### config.mk
export PLATFORM = sky130hd
export DESIGN_NAME = instr_fetch
export DESIGN_NICKNAME = d
export VERILOG_FILES = /design/src/rtl/fetch_pkg.sv /design/src/rtl/fetch_pend_buf.sv /design/src/rtl/instr_fetch.sv
export SDC_FILE = /design/constraint.sdc
export NUM_CORES = 1
export LEC_CHECK = 0
export CAP_MARGIN = 10
export CORE_UTILIZATION = 35
export DETAILED_ROUTE_END_ITERATION = 7
export MAX_ROUTING_LAYER = met4
export SLEW_MARGIN = 20
export SYNTH_ARGS = -nofsm -noshare
export SYNTH_HDL_FRONTEND = slang
export SYNTH_HIERARCHICAL = 1
export SYNTH_SLANG_ARGS = --single-unit
### constraint.sdc
create_clock -name clk -period 1.81 [get_ports clk]
set_input_delay 0.181 -clock clk [delete_from_list [all_inputs] [get_ports clk]]
set_output_delay 0.181 -clock clk [all_outputs]
set_load 0.01 [all_outputs]
### src/rtl/fetch_pkg.sv
// ---------------------------------------------------------------------------
// fetch_pkg
// Shared definitions for the instruction fetch stage: the fetch FSM state
// encoding, the NOP used as the idle output instruction, the instruction
// size used to step the PC, the default reset PC and a PC alignment helper.
// ---------------------------------------------------------------------------
package fetch_pkg;

    // FETCH: may issue a request.
    // WAIT:  one request outstanding, its data is wanted.
    // KILL:  one request outstanding, its data must be thrown away.
    typedef enum logic [1:0] {
        FETCH = 2'd0,
        WAIT  = 2'd1,
        KILL  = 2'd2
    } fetch_state_t;

    localparam logic [31:0] NOP_INSTR        = 32'h0000_0013;
    localparam logic [31:0] INSTR_BYTES      = 32'd4;
    localparam logic [31:0] DEFAULT_RESET_PC = 32'h0000_0000;

    // Instructions are word aligned, so the two low address bits are dropped.
    function automatic logic [31:0] align_pc(input logic [31:0] pc);
        return pc & ~32'h0000_0003;
    endfunction

endpackage

### src/rtl/fetch_pend_buf.sv
// ---------------------------------------------------------------------------
// fetch_pend_buf
// One-entry holding register for a fetched instruction that arrived while the
// decode stage could not take it.
//
// Ports:
//   clk         in   clock, all state on the rising edge
//   reset       in   synchronous active-high reset
//   flush       in   drop the held entry (redirect)
//   load        in   capture load_pc/load_instr as a valid entry
//   load_pc     in   PC of the instruction being captured
//   load_instr  in   instruction being captured
//   drain       in   the held entry has been moved downstream
//   pend_valid  out  entry holds an instruction
//   pend_pc     out  PC of the held instruction
//   pend_instr  out  held instruction
// ---------------------------------------------------------------------------
module fetch_pend_buf
    import fetch_pkg::*;
(
    input  logic        clk,
    input  logic        reset,
    input  logic        flush,
    input  logic        load,
    input  logic [31:0] load_pc,
    input  logic [31:0] load_instr,
    input  logic        drain,
    output logic        pend_valid,
    output logic [31:0] pend_pc,
    output logic [31:0] pend_instr
);

    // Flush wins over everything. Load and drain never coincide because the
    // fetch FSM does not issue a request while the entry is occupied, so no
    // response can arrive while it is being drained.
    always_ff @(posedge clk) begin
        if (reset) begin
            pend_valid <= 1'b0;
            pend_pc    <= 32'h0000_0000;
            pend_instr <= NOP_INSTR;
        end else if (flush) begin
            pend_valid <= 1'b0;
        end else if (load) begin
            pend_valid <= 1'b1;
            pend_pc    <= load_pc;
            pend_instr <= load_instr;
        end else if (drain) begin
            pend_valid <= 1'b0;
        end
    end

endmodule

### src/rtl/instr_fetch.sv
// ---------------------------------------------------------------------------
// instr_fetch
// Instruction fetch stage. Owns the program counter, keeps at most one word
// read outstanding to instruction memory and hands {pc, instr, valid} to the
// decode stage. Handles decode stall through a one-entry pending buffer and
// branch/jump redirects, including dropping a response already in flight.
//
// Parameters:
//   RESET_PC        first PC fetched after reset
//
// Ports:
//   clk             in   clock, all state on the rising edge
//   reset           in   synchronous active-high reset
//   imem_req        out  read request valid
//   imem_addr       out  read address, always the current PC
//   imem_gnt        in   request accepted this cycle
//   imem_rvalid     in   read data valid, one pulse per granted request
//   imem_rdata      in   instruction word
//   redirect_valid  in   taken branch/jump: flush and refetch
//   redirect_pc     in   redirect target (low two bits ignored)
//   stall           in   decode cannot accept this cycle
//   if_valid        out  output triple valid
//   if_pc           out  PC of if_instr
//   if_instr        out  fetched instruction
// ---------------------------------------------------------------------------
module instr_fetch
    import fetch_pkg::*;
#(
    parameter logic [31:0] RESET_PC = DEFAULT_RESET_PC
) (
    input  logic        clk,
    input  logic        reset,
    output logic        imem_req,
    output logic [31:0] imem_addr,
    input  logic        imem_gnt,
    input  logic        imem_rvalid,
    input  logic [31:0] imem_rdata,
    input  logic        redirect_valid,
    input  logic [31:0] redirect_pc,
    input  logic        stall,
    output logic        if_valid,
    output logic [31:0] if_pc,
    output logic [31:0] if_instr
);

    fetch_state_t state;
    logic [31:0]  pc_q;
    logic [31:0]  req_pc;

    logic         pend_valid;
    logic [31:0]  pend_pc;
    logic [31:0]  pend_instr;

    logic         accept;
    logic         grant;
    logic         rsp_live;
    logic         rsp_to_out;
    logic         rsp_to_pend;
    logic         pend_drain;

    // Decode takes the current output if there is none or it is not stalling.
    assign accept = !if_valid || !stall;

    // Requests stop while the pending buffer is full (that is what keeps it
    // from overflowing) and in a redirect cycle, since pc_q is stale then.
    // Reset is included so nothing is requested during the reset cycle.
    assign imem_req  = !reset && (state == FETCH) && !pend_valid && !redirect_valid;
    assign imem_addr = pc_q;
    assign grant     = imem_req && imem_gnt;

    // A response is only useful in WAIT and when no redirect is killing it.
    assign rsp_live    = (state == WAIT) && imem_rvalid && !redirect_valid;
    assign rsp_to_out  = rsp_live && accept && !pend_valid;
    assign rsp_to_pend = rsp_live && !rsp_to_out;
    assign pend_drain  = pend_valid && accept && !redirect_valid;

    fetch_pend_buf u_pend (
        .clk        (clk),
        .reset      (reset),
        .flush      (redirect_valid),
        .load       (rsp_to_pend),
        .load_pc    (req_pc),
        .load_instr (imem_rdata),
        .drain      (pend_drain),
        .pend_valid (pend_valid),
        .pend_pc    (pend_pc),
        .pend_instr (pend_instr)
    );

    // Fetch FSM and PC. A redirect overrides everything: the PC jumps to the
    // target and any request still outstanding is turned into a kill so its
    // data is dropped. A response arriving in the redirect cycle itself
    // closes the outstanding request, so the FSM can go straight to FETCH.
    always_ff @(posedge clk) begin
        if (reset) begin
            state  <= FETCH;
            pc_q   <= RESET_PC;
            req_pc <= RESET_PC;
        end else if (redirect_valid) begin
            pc_q <= align_pc(redirect_pc);
            case (state)
                WAIT, KILL: state <= imem_rvalid ? FETCH : KILL;
                default:    state <= FETCH;
            endcase
        end else begin
            case (state)
                FETCH: begin
                    if (grant) begin
                        req_pc <= pc_q;
                        pc_q   <= pc_q + INSTR_BYTES;
                        state  <= WAIT;
                    end
                end
                WAIT: begin
                    if (imem_rvalid) begin
                        state <= FETCH;
                    end
                end
                KILL: begin
                    if (imem_rvalid) begin
                        state <= FETCH;
                    end
                end
                default: state <= FETCH;
            endcase
        end
    end

    // Output register toward decode. A fresh response goes straight out when
    // decode can take it; otherwise a held pending entry is moved out. When
    // decode consumes the output and nothing replaces it, it goes invalid.
    // While stalled with valid output and no redirect, nothing here changes.
    always_ff @(posedge clk) begin
        if (reset) begin
            if_valid <= 1'b0;
            if_pc    <= 32'h0000_0000;
            if_instr <= NOP_INSTR;
        end else if (redirect_valid) begin
            if_valid <= 1'b0;
        end else if (rsp_to_out) begin
            if_valid <= 1'b1;
            if_pc    <= req_pc;
            if_instr <= imem_rdata;
        end else if (pend_drain) begin
            if_valid <= 1'b1;
            if_pc    <= pend_pc;
            if_instr <= pend_instr;
        end else if (accept) begin
            if_valid <= 1'b0;
        end
    end

endmodule
==> Implementation_results.wiki <==
{| class="wikitable"
! Metric !! Value
|-
| Endpoints failing hold || 0
|-
| Violations in the final reports || negative setup slack
|-
| Vias post-DR || 7952
|-
| Min cycle time layout || 1.97 ns
|-
| Arrival time at the worst endpoint || 2.33 ns
|-
| Final worst-path cycle share || 109%
|-
| Signed area change from the synthesized netlist to the final layout || 37.6%
|-
| Cell depth of the worst flop-to-flop path || 9
|-
| Total congestion overflow after global routing || 0
|-
| Required time of the worst setup path || 2.17 ns
|-
| Maximum clock rate || 0.508 GHz
|-
| Synthesis-stage register bit count || 192
|-
| Min-Delay Path Depth || 3
|-
| Transition time of the tightest slew-check pin || 0.727 ns
|-
| Post-route worst hold slack || 0.0565 ns
|-
| Std-Cell Rows || 57
|-
| CP startpoint kind || register
|-
| Kind of capture point of the worst setup path || register
|-
| Buffer depth of the longest clock path || 2
|-
| Outcome || finished, violations left
|-
| Insertion delay to the later sink of the worst-skew pair || 0.44 ns
|-
| Crit path setup slack, layout || -0.157 ns
|-
| Number of clock sinks seen by CTS || 192
|-
| Seq/Total Area, Yosys || 43.8%
|-
| Power per unit of standard cell area || 746 mW/mm^2
|-
| CTS root buf || sky130_fd_sc_hd__clkbuf_16
|-
| Average detailed-routed wire length per instance || 16.3 um
|-
| Pin count of the biggest net entering global routing || 158
|-
| Peak supply drop || 0.000444 V
|-
| Leakage || 4.26 nW
|-
| Fraction of power consumed by combinational cells || 11.0%
|-
| Detailed-route wire length || 25.1 mm
|-
| Worst Path Class, Setup || reg -> reg
|-
| Vias in the first global route || 7241
|-
| Detailed-route vias per instance || 5.15
|-
| Worst hold-check path type || in -> reg
|-
| First-pass iteration count of the detailed router || 5
|-
| Sequential power share || 48.7%
|-
| CP endpoint || imem_addr[22]$_SDFFE_PP0P_
|-
| Die Area || 0.0257 mm^2
|-
| Non-filler instance count after layout || 1543
|-
| GRT Total Usage || 19.5%
|-
| Maximum level of the CTS H-tree || 4
|-
| Prevailing post-synth register cell || sky130_fd_sc_hd__dfxtp_1
|-
| Overall power after layout || 9.00 mW
|-
| CORE AREA || 0.0245 mm^2
|-
| Synth Cell Area || 0.00878 mm^2
|-
| Number of placed instances, taps included || 1495
|-
| Post-CTS clock slew at the launch and capture registers of the worst setup and hold paths || 0.08 ns
|-
| Switching power share of the total || 26.2%
|-
| TritonCTS clock tree || built
|-
| Switching Power || 2.36 mW
|-
| Die Y || 160 um
|-
| Number of max-slew violations in the final report || 0
|-
| Number of instances in the synthesized netlist || 1025
|-
| Post-synthesis area per instance || 8.56 um^2
|-
| Total DRC errors in the routed layout || 0
|-
| Final setup vio count || 27
|-
| Count of synthesis-stage warnings from yosys || 6
|-
| Max_slew headroom || 51.5%
|-
| Effective utilization at floorplan || 35.9%
|-
| Max-Cap Viols || 0
|-
| RR Endpoint || imem_addr[22]$_SDFFE_PP0P_
|-
| Setup repair after global routing missed its margin || yes
|-
| Number of nets in the layout || 1280
|-
| Cts bufs inserted || 17
|-
| I/O pin count || 168
|-
| Violation count after the first detailed-routing iteration || 622
|-
| Largest fanout on the critical path || 5
|-
| Antenna-violating nets left || 0
|-
| Global-route wire length before repair || 39.3 mm
|-
| PortBufs || 163
|-
| Number of antenna violations at the first check in global routing || 0
|-
| P_int || 6.65 mW
|-
| Routability congestion estimate from global placement || 0.884
|-
| Number of enable flip-flop cells after synthesis || 0
|-
| Final setup skew || 0.00787 ns
|-
| Share of power burned in the clock network || 40.3%
|-
| Detailed placement HPWL || 16.3 mm
|-
| Share of synthesized flip-flops with an asynchronous set or reset || 0%
|-
| Placement Setup Slack || -0.191 ns
|-
| Die Span X || 160 um
|-
| Distinct cells, synth || 57
|-
| Inserted Diodes || 0
|-
| Source of the critical timing path || state[1]$_SDFFE_PP0P_
|-
| Startpoint of the worst register-to-register path || state[1]$_SDFFE_PP0P_
|-
| Ratio of cells with drive above 1 in the final layout || 16.5%
|-
| Commonest non-fill, non-tap cell in the layout || sky130_fd_sc_hd__nand2_1
|-
| Post-CTS Hold Buffers || 0
|-
| Commonest cells after routing, fill and taps aside || 219 x sky130_fd_sc_hd__nand2_1, 189 x sky130_fd_sc_hd__dfxtp_1, 160 x sky130_fd_sc_hd__clkdlybuf4s50_1, 90 x sky130_fd_sc_hd__nor2_1, 64 x sky130_fd_sc_hd__buf_4
|-
| Register-to-register setup slack || -0.16 ns
|}
-- critical path, stage by stage (launching register included) --
cell and delay (ns):
sky130_fd_sc_hd__dfxtp_1 0.31, sky130_fd_sc_hd__inv_2 0.07, sky130_fd_sc_hd__ha_4 0.13, sky130_fd_sc_hd__buf_4 0.12
sky130_fd_sc_hd__nand3b_1 0.20, sky130_fd_sc_hd__buf_4 0.22, sky130_fd_sc_hd__nor2_4 0.10, sky130_fd_sc_hd__nand2_2 0.08
sky130_fd_sc_hd__or4b_1 0.49, sky130_fd_sc_hd__a31oi_1 0.16
-- registers in the layout (all words and copies together) (netlist names) --
signal and flops:
state 2, req_pc 30, imem_addr 30, u_pend/pend_pc 32, if_valid 1, u_pend/pend_instr 32, if_instr 32, if_pc 32
u_pend/pend_valid 1
-- through the flow --
stage | instance area (um^2) | setup TNS (ns) | utilization [%]
6_report | 12100 | -1.45 | 49.4
5_1_grt | 12100 | -4.43 | 49.4
4_1_cts | 11700 | -0.251 | 48.0
3_5_place_dp | 11100 | -4.82 | 45.5
3_3_place_gp | 11100 | -2.83 | 45.5
2_1_floorplan | 8830 | -0.0304 | -
-- metal layers --
metal  track usage, %  vias up  share of wire, %  wire [um]
li1                 -     3948                 -          -
met1             29.0     3731                51      12800
met2             26.9      250                43      10700
met3             2.89       23               5.3       1330
met4             5.80        0               1.2        310
met5                -        -                 0          0
-- worst min path at each step --
stage,slack (ns),endpoint,startpoint
after CTS,0.04,req_pc[13]$_SDFFE_PP0P_,reset
after global placement,0.45,u_pend/pend_instr[23]$_SDFFE_PP0P_,u_pend/pend_instr[23]$_SDFFE_PP0P_
after global routing,0.05,req_pc[31]$_SDFFE_PP0P_,reset
after detailed placement,0.45,if_pc[0]$_SDFFE_PP0P_,u_pend/pend_pc[0]$_SDFFE_PP0P_
final,0.06,req_pc[13]$_SDFFE_PP0P_,reset
after floorplan,0.32,imem_addr[2]$_SDFFE_PP0P_,redirect_pc[2]
-- Yosys cell counts, drive strengths merged (3+ instances only) --
cell         number  area (um^2)
xnor2             5         43.8
xor2             15          131
clkbuf           62          233
buf              26          195
nand2           221          830
a31oi             7         43.8
inv               9         33.8
a21oi            48          244
mux2i             4         40.0
o211ai            3         22.5
nand3            20          100
nand2b           62          388
nand4bb          61          687
ha                3         37.5
nor4              9         77.6
o21ai            65          472
o21a              3         22.5
a211oi           12         95.1
a311oi           59          517
nand4            12         87.6
and3              5         31.3
nor2b             3         26.3
nor3              4         25.0
dlygate4sd1       5         43.8
dfxtp           192         3840
nor2             91          342
-- power by group through the flow --
| stage | clock, mW | combinational [mW] | sequential, mW |
|---|---|---|---|
| global route | 3.91 | 1.05 | 4.40 |
| floorplan | 0 | 0.368 | 4.52 |
| CTS | 3.70 | 0.921 | 4.39 |
| detailed placement | 0 | 0.908 | 4.49 |
| finish | 3.63 | 0.988 | 4.39 |
| global placement | 0 | 0.913 | 4.49 |
-- repair_timing --
| action | CTS | global route |
|---|---|---|
| gates resized for setup | 11 | 29 |
| endpoints found under the setup margin | 7 | 70 |
| pin swaps | 7 | 19 |
| buffers inserted | 3 | 9 |
| cloned | 0 | 6 |
-- cell type report --
class,instances,area [um^2]
clock buffer,17,425
clock inverter,14,129
fill,2265,12400
inverter,9,38.8
multi-input combinational,734,4610
sequential,192,3850
tap,324,405
timing repair buffer,253,2620
-- kinds of logic after synthesis --
family / Yosys count / synth area share (%)
other cells: 1 / 0.0427
fa+ha+maj: 3 / 0.428
xor+xnor: 20 / 2.00
compound gates: 202 / 16.6
flops: 192 / 43.8
buf+inv: 102 / 5.76
mux: 6 / 0.756
simple gates: 499 / 30.6
No activity file was read; power rests on OpenSTA's default activity.
